<file path="src/rtl/chi_sqr_arbiter_pkg.sv">
// Shared types and defaults for the chi-square evaluator arbiter.
package chi_sqr_arbiter_pkg;

  typedef enum logic [2:0] {
    S_IDLE  = 3'd0,
    S_GRANT = 3'd1,
    S_ACC0  = 3'd2,
    S_ACC1  = 3'd3,
    S_ACC2  = 3'd4,
    S_ACC3  = 3'd5,
    S_DONE  = 3'd6
  } state_t;

  localparam int IDW      = 3;
  localparam int DEF_W0   = 4767;
  localparam int DEF_W1   = 2788;
  localparam int DEF_W2   = 4442;
  localparam int DEF_W3   = 5461;
  localparam int DEF_U    = 448018;
  localparam int DEF_ACCW = 25;

  function automatic logic [IDW-1:0] next_rr(input logic [IDW-1:0] g, input int n);
    if (int'(g) >= n - 1) return '0;
    return g + 1'b1;
  endfunction

endpackage

</file>
<file path="src/rtl/chi_sqr_arbiter_rr_picker.sv">
// Combinational round-robin pick: first set req bit at or above rr, wrapping.
module rr_picker
  import chi_sqr_arbiter_pkg::*;
#(
  parameter int N_REQ = 4
) (
  input  logic [N_REQ-1:0] req,
  input  logic [IDW-1:0]   rr,
  output logic [IDW-1:0]   gnt,
  output logic             valid
);

  logic [2*N_REQ-1:0] dbl;
  logic [N_REQ-1:0]   rot;

  assign dbl = {req, req};
  assign rot = N_REQ'(dbl >> rr);

  always_comb begin
    gnt   = '0;
    valid = 1'b0;
    for (int i = 0; i < N_REQ; i++) begin
      if (!valid && rot[i]) begin
        valid = 1'b1;
        gnt   = IDW'((int'(rr) + i) % N_REQ);
      end
    end
  end

endmodule

</file>
<file path="src/rtl/chi_sqr_arbiter.sv">
// Shared sequential chi-square evaluator with round-robin arbitration.
// Optional debug outputs chi_sqr_o / gnt_id under CHI_SQR_ARBITER_DEBUG_EN.
module chi_sqr_arbiter
  import chi_sqr_arbiter_pkg::*;
#(
  parameter int N_REQ = 4,
  parameter int VW    = 5,
  parameter int W0    = DEF_W0,
  parameter int W1    = DEF_W1,
  parameter int W2    = DEF_W2,
  parameter int W3    = DEF_W3,
  parameter int U     = DEF_U,
  parameter int ACCW  = DEF_ACCW
) (
  input  logic                  clk,
  input  logic                  rst_n,
  input  logic [N_REQ-1:0]      req,
  input  logic [N_REQ*4*VW-1:0] counts,
  output logic [N_REQ-1:0]      ack,
  output logic [N_REQ-1:0]      done,
  output logic                  pass,
  output logic                  busy
`ifdef CHI_SQR_ARBITER_DEBUG_EN
  ,
  output logic [ACCW-1:0]       chi_sqr_o,
  output logic [IDW-1:0]        gnt_id
`endif
);

  state_t             state, state_nxt;
  logic [IDW-1:0]     rr, gnt_q, pick;
  logic               pick_vld;
  logic [N_REQ-1:0]   gnt_oh;
  logic [4*VW-1:0]    sel_counts;
  logic [VW-1:0]      v_q [4];
  logic [ACCW-1:0]    acc;
  logic               pass_q;
  logic [VW-1:0]      v_cur;
  logic [12:0]        w_cur;
  logic [2*VW-1:0]    sq;
  logic [2*VW+12:0]   prod;

  rr_picker #(.N_REQ(N_REQ)) u_pick (
    .req   (req),
    .rr    (rr),
    .gnt   (pick),
    .valid (pick_vld)
  );

  always_ff @(posedge clk or negedge rst_n) begin
    if (!rst_n) state <= S_IDLE;
    else        state <= state_nxt;
  end

  always_comb begin
    state_nxt = state;
    ack       = '0;
    done      = '0;
    busy      = 1'b0;
    pass      = pass_q;
    case (state)
      S_IDLE:  if (pick_vld) state_nxt = S_GRANT;
      S_GRANT: begin
        busy      = 1'b1;
        ack       = gnt_oh;
        state_nxt = S_ACC0;
      end
      S_ACC0:  begin busy = 1'b1; state_nxt = S_ACC1; end
      S_ACC1:  begin busy = 1'b1; state_nxt = S_ACC2; end
      S_ACC2:  begin busy = 1'b1; state_nxt = S_ACC3; end
      S_ACC3:  begin busy = 1'b1; state_nxt = S_DONE; end
      S_DONE:  begin
        busy      = 1'b1;
        done      = gnt_oh;
        pass      = (acc < ACCW'(U));
        state_nxt = S_IDLE;
      end
      default: state_nxt = S_IDLE;
    endcase
  end

  always_comb begin
    gnt_oh     = '0;
    sel_counts = '0;
    for (int k = 0; k < N_REQ; k++) begin
      if (gnt_q == IDW'(k)) begin
        gnt_oh[k]  = 1'b1;
        sel_counts = counts[k*4*VW +: 4*VW];
      end
    end
  end

  // One squarer and one weight multiplier, time-shared across the four ACC cycles.
  always_comb begin
    v_cur = '0;
    w_cur = '0;
    case (state)
      S_ACC0:  begin v_cur = v_q[0]; w_cur = 13'(W0); end
      S_ACC1:  begin v_cur = v_q[1]; w_cur = 13'(W1); end
      S_ACC2:  begin v_cur = v_q[2]; w_cur = 13'(W2); end
      S_ACC3:  begin v_cur = v_q[3]; w_cur = 13'(W3); end
      default: ;
    endcase
    sq   = {{VW{1'b0}}, v_cur} * {{VW{1'b0}}, v_cur};
    prod = {13'b0, sq} * {{2*VW{1'b0}}, w_cur};
  end

  always_ff @(posedge clk or negedge rst_n) begin
    if (!rst_n) begin
      rr     <= '0;
      gnt_q  <= '0;
      acc    <= '0;
      pass_q <= 1'b0;
      for (int i = 0; i < 4; i++) v_q[i] <= '0;
    end else begin
      case (state)
        S_IDLE: if (pick_vld) gnt_q <= pick;
        S_GRANT: begin
          for (int i = 0; i < 4; i++) v_q[i] <= sel_counts[i*VW +: VW];
          acc <= '0;
          rr  <= next_rr(gnt_q, N_REQ);
        end
        S_ACC0, S_ACC1, S_ACC2, S_ACC3: acc <= acc + ACCW'(prod);
        S_DONE: pass_q <= pass;
        default: ;
      endcase
    end
  end

`ifdef CHI_SQR_ARBITER_DEBUG_EN
  always_ff @(posedge clk or negedge rst_n) begin
    if (!rst_n) begin
      chi_sqr_o <= '0;
      gnt_id    <= '0;
    end else if (state == S_DONE) begin
      chi_sqr_o <= acc;
      gnt_id    <= gnt_q;
    end
  end
`endif

endmodule

</file>
<file path="config.mk">
export PLATFORM = sky130hd
export DESIGN_NAME = chi_sqr_arbiter
export DESIGN_NICKNAME = d
export VERILOG_FILES = /design/src/rtl/chi_sqr_arbiter_pkg.sv /design/src/rtl/chi_sqr_arbiter_rr_picker.sv /design/src/rtl/chi_sqr_arbiter.sv
export SDC_FILE = /design/constraint.sdc
export NUM_CORES = 1
export LEC_CHECK = 0
export BUFFER_PORTS_ARGS = -buffer_cell sky130_fd_sc_hd__buf_2
export CAP_MARGIN = 40
export CORE_MARGIN = 2
export CORE_UTILIZATION = 40
export CTS_BUF_LIST = sky130_fd_sc_hd__clkbuf_2 sky130_fd_sc_hd__clkbuf_4 sky130_fd_sc_hd__clkbuf_8
export CTS_CLUSTER_DIAMETER = 50
export CTS_CLUSTER_SIZE = 10
export DETAILED_ROUTE_END_ITERATION = 16
export PLACE_DENSITY_LB_ADDON = 0.1
export SYNTH_ARGS = -nofsm -noshare
export SYNTH_HDL_FRONTEND = slang
export SYNTH_SLANG_ARGS = --single-unit
</file>
<file path="constraint.sdc">
create_clock -name clk -period 15.32 [get_ports clk]
set_input_delay 3.064 -clock clk [delete_from_list [all_inputs] [get_ports clk]]
set_output_delay 3.064 -clock clk [all_outputs]
set_load 0.005 [all_outputs]
</file>
==> run metrics <==
DR iter-0 viols ~320; post-synthesis sequential area ratio 16.0%; post-CTS sizing 0; share of cells above drive strength 1 a little over a tenth; synthesis-to-finish area growth 9.76%; GP Congestion just under 0.9; Root Buffer clkbuf_8; hold endpoint acc[24]$_DFFE_PN0P_; final-stage net count ~1400; #FFs+latches synth 53; R2R depth 34; Worst-Margin Slew around 0.79 ns; Worst slew margin 47.1%; Top Metal Used met4; outcome finished clean; Setup TNS 0 ns; Max Clock Skew 0.0136 ns; sequential power share roughly 14%; hold_ws around 0.49 ns; Reg area about 0.0013 mm^2; Post-CTS Hold Buffers 0; GRT Total Usage 21.3%; vias post-DR 6859; cell area after synthesis around 0.0083 mm^2; FFs w/ async S/R, synth 100%; Max FO, Critical Path 15; Hold Crit Class register to register; sw power between 1 and 1.5 mW; initial antenna violation count 0; Max VDD drop around 0.000075 V; DRT Wirelength between 20 and 25 mm; Residual DRC 0; Die Area between 0.02 and 0.025 mm^2; CP endpoint kind register; worst-skew pair later-pin latency about 0.34 ns; via/cell ratio roughly 5; wire per inst about 16 um; Die Span Y 148 um; post-synth top area cell fa_1; postcts setup bufs 0; Final period util approximately two thirds; Distinct cells, synth 60; most frequent CP cell fa_1; Worst setup SP type register; combinational share of power about four fifths; # fillers ~2100; Slowest cell on crit path dfrtp_1; M1 WL 11.1 mm; vias in the first global route about 6800; f_max between 0.09 and 0.1 GHz; syn avg cell area between 7 and 8 um^2; final number of max-transition violations 0; FP Rows 52; DRT Pass-1 Iters 4; clock sink count between 50 and 60; Clock power frac under 10%; Top FF cell, synth dfrtp_1; CTS Buffer Depth 2; Yosys Warn Count 0; diode count 0; min cycle time layout between 10 and 15 ns; Slowest Stage Delay on Critical Path approximately 0.57 ns; R2R Setup Slk between 5 and 6 ns; syn_nets 1312; top cell type's share of synthesized area a little under a quarter; Worst EP required ~16 ns; P_leak 4.80 nW; Hold Startpoint acc[24]$_DFFE_PN0P_; Crit path arrival time 10.41 ns; WL met3 slightly below 800 um; Worst Setup Path Type register to register; Ports 96; Sw Ratio between 50% and 60%; CTS tree yes; Hold Vio Cnt, Final 0; cell count after synthesis between 1000 and 1500; R2R Path End acc[17]$_DFFE_PN0P_; core footprint 0.0203 mm^2; port bufs between 90 and 100; pwr dens between 150 and 200 mW/mm^2; CTS Buf Count 5; Initial Utilization about 41%; RSZ-0062 raised after global routing no; worst r2r src state[0]$_DFFE_PN0P_; synth top area cells fa_1 (24%), dfrtp_1 (16%), ha_1 (13%); setup violators final 0; Reg clk slew, reported paths about 0.11 ns; total of max-cap violations 0; H-tree depth 2; overall power 1.81 mW; met2 routed WL between 10 and 15 mm; Layout Utilization between 40% and 50%; Worst Hold Depth 1; Routed Antenna Nets 0; cell internal power dissipation a little under 0.8 mW; largest net degree at the start of global routing 54; Post-DP HPWL between 15 and 20 mm; first-pass GRT wire length between 30 and 40 mm; multi-input logic area 0.00599 mm^2; die width approximately 150 um; GRT overflow 0; Post-synth EDFFs 0
-- worst max path at each step --
stage | from | endpoint | slack, ns
after detailed placement | state[0]$_DFFE_PN0P_ | acc[17]$_DFFE_PN0P_ | 5.30
after global placement | state[0]$_DFFE_PN0P_ | acc[17]$_DFFE_PN0P_ | 5.53
final | state[0]$_DFFE_PN0P_ | acc[17]$_DFFE_PN0P_ | 5.19
after global routing | state[0]$_DFFE_PN0P_ | acc[17]$_DFFE_PN0P_ | 4.67
after CTS | state[0]$_DFFE_PN0P_ | acc[17]$_DFFE_PN0P_ | 5.24
after floorplan | state[1]$_DFFE_PN0P_ | acc[24]$_DFFE_PN0P_ | 6.47
-- metrics by stage --
step / worst slack (ns) / cell area [um^2] / instances
6_report: 5.19 / 9110 / 1379
5_1_grt: 4.67 / 9110 / 1379
4_1_cts: 5.24 / 9110 / 1379
3_5_place_dp: 5.30 / 9000 / 1371
3_3_place_gp: 5.53 / 8990 / 1370
2_1_floorplan: 6.47 / 8300 / 1041
-- area by class of cell --
class	instances	share of cell area, %
well taps	270	3.71
clock buffers	5	0.755
flip-flops and latches	53	14.6
inverters	212	8.73
clock inverters	3	0.508
repair buffers	105	6.01
multi-input cells	731	65.7
-- cell families (layout without fill, tap and decap cells) --
| logic type | count (synthesis) | count (layout) | share of synthesized area (%) |
|---|---|---|---|
| AO/OA/AOI/OAI | 206 | 206 | 15.6 |
| AND/OR/NAND/NOR | 307 | 307 | 16.0 |
| multiplexers | 10 | 10 | 1.24 |
| buffers and inverters | 257 | 325 | 11.9 |
| XOR/XNOR | 23 | 23 | 2.43 |
| flip-flops | 53 | 53 | 16.0 |
| adder cells (fa/ha/maj) | 185 | 185 | 36.8 |
-- flip-flops by register name, summed over array words and instances, names as in the netlist --
register,flops
pass_q,1
v_q,20
state,3
rr,2
gnt_q,2
acc,25
-- per-layer routing --
layer,track usage (%),up-vias
met1,32.3,3256
met2,32.9,139
met4,4.24,0
met3,2.42,15
met5,0,-
li1,-,3449
-- worst max-delay path: cells and delay by family (launching register included) --
kind                       cells  cell delay, ns
AOI/OAI and AO/OA              8            1.98
and+or+nand+nor                7            1.48
adders and majority gates     10            4.59
muxes                          1            0.37
xor gates and xnor gates       1            0.40
buffers and inverters          7            0.65
DFF                            1            0.57
-- cells in the mapped netlist, types with 16 or more instances --
master,instances
a21o_1,17
a21oi_1,71
a22oi_1,21
and2_1,16
clkbuf_1,39
dfrtp_1,53
fa_1,99
ha_1,86
inv_1,212
nand2_1,111
nor2_1,119
o21ai_0,50
-- power by group through the flow --
stage | registers (mW) | clock network (mW) | logic (mW)
floorplan | 0.232 | 0 | 1.11
global placement | 0.259 | 0 | 1.45
detailed placement | 0.259 | 0 | 1.46
CTS | 0.256 | 0.110 | 1.47
global route | 0.263 | 0.114 | 1.68
finish | 0.255 | 0.104 | 1.45
-- layout by cell type, fill, tap and decap left out, drive strengths merged, types with 16 or more instances in the layout --
master | synthesis | layout
inv | 212 | 212
nor2 | 120 | 120
nand2 | 111 | 111
buf | 6 | 105
fa | 99 | 99
ha | 86 | 86
a21oi | 72 | 72
dfrtp | 53 | 53
o21ai | 51 | 51
a22oi | 21 | 21
a21o | 17 | 17
and2 | 16 | 16
(Power assumes the default switching activity.)
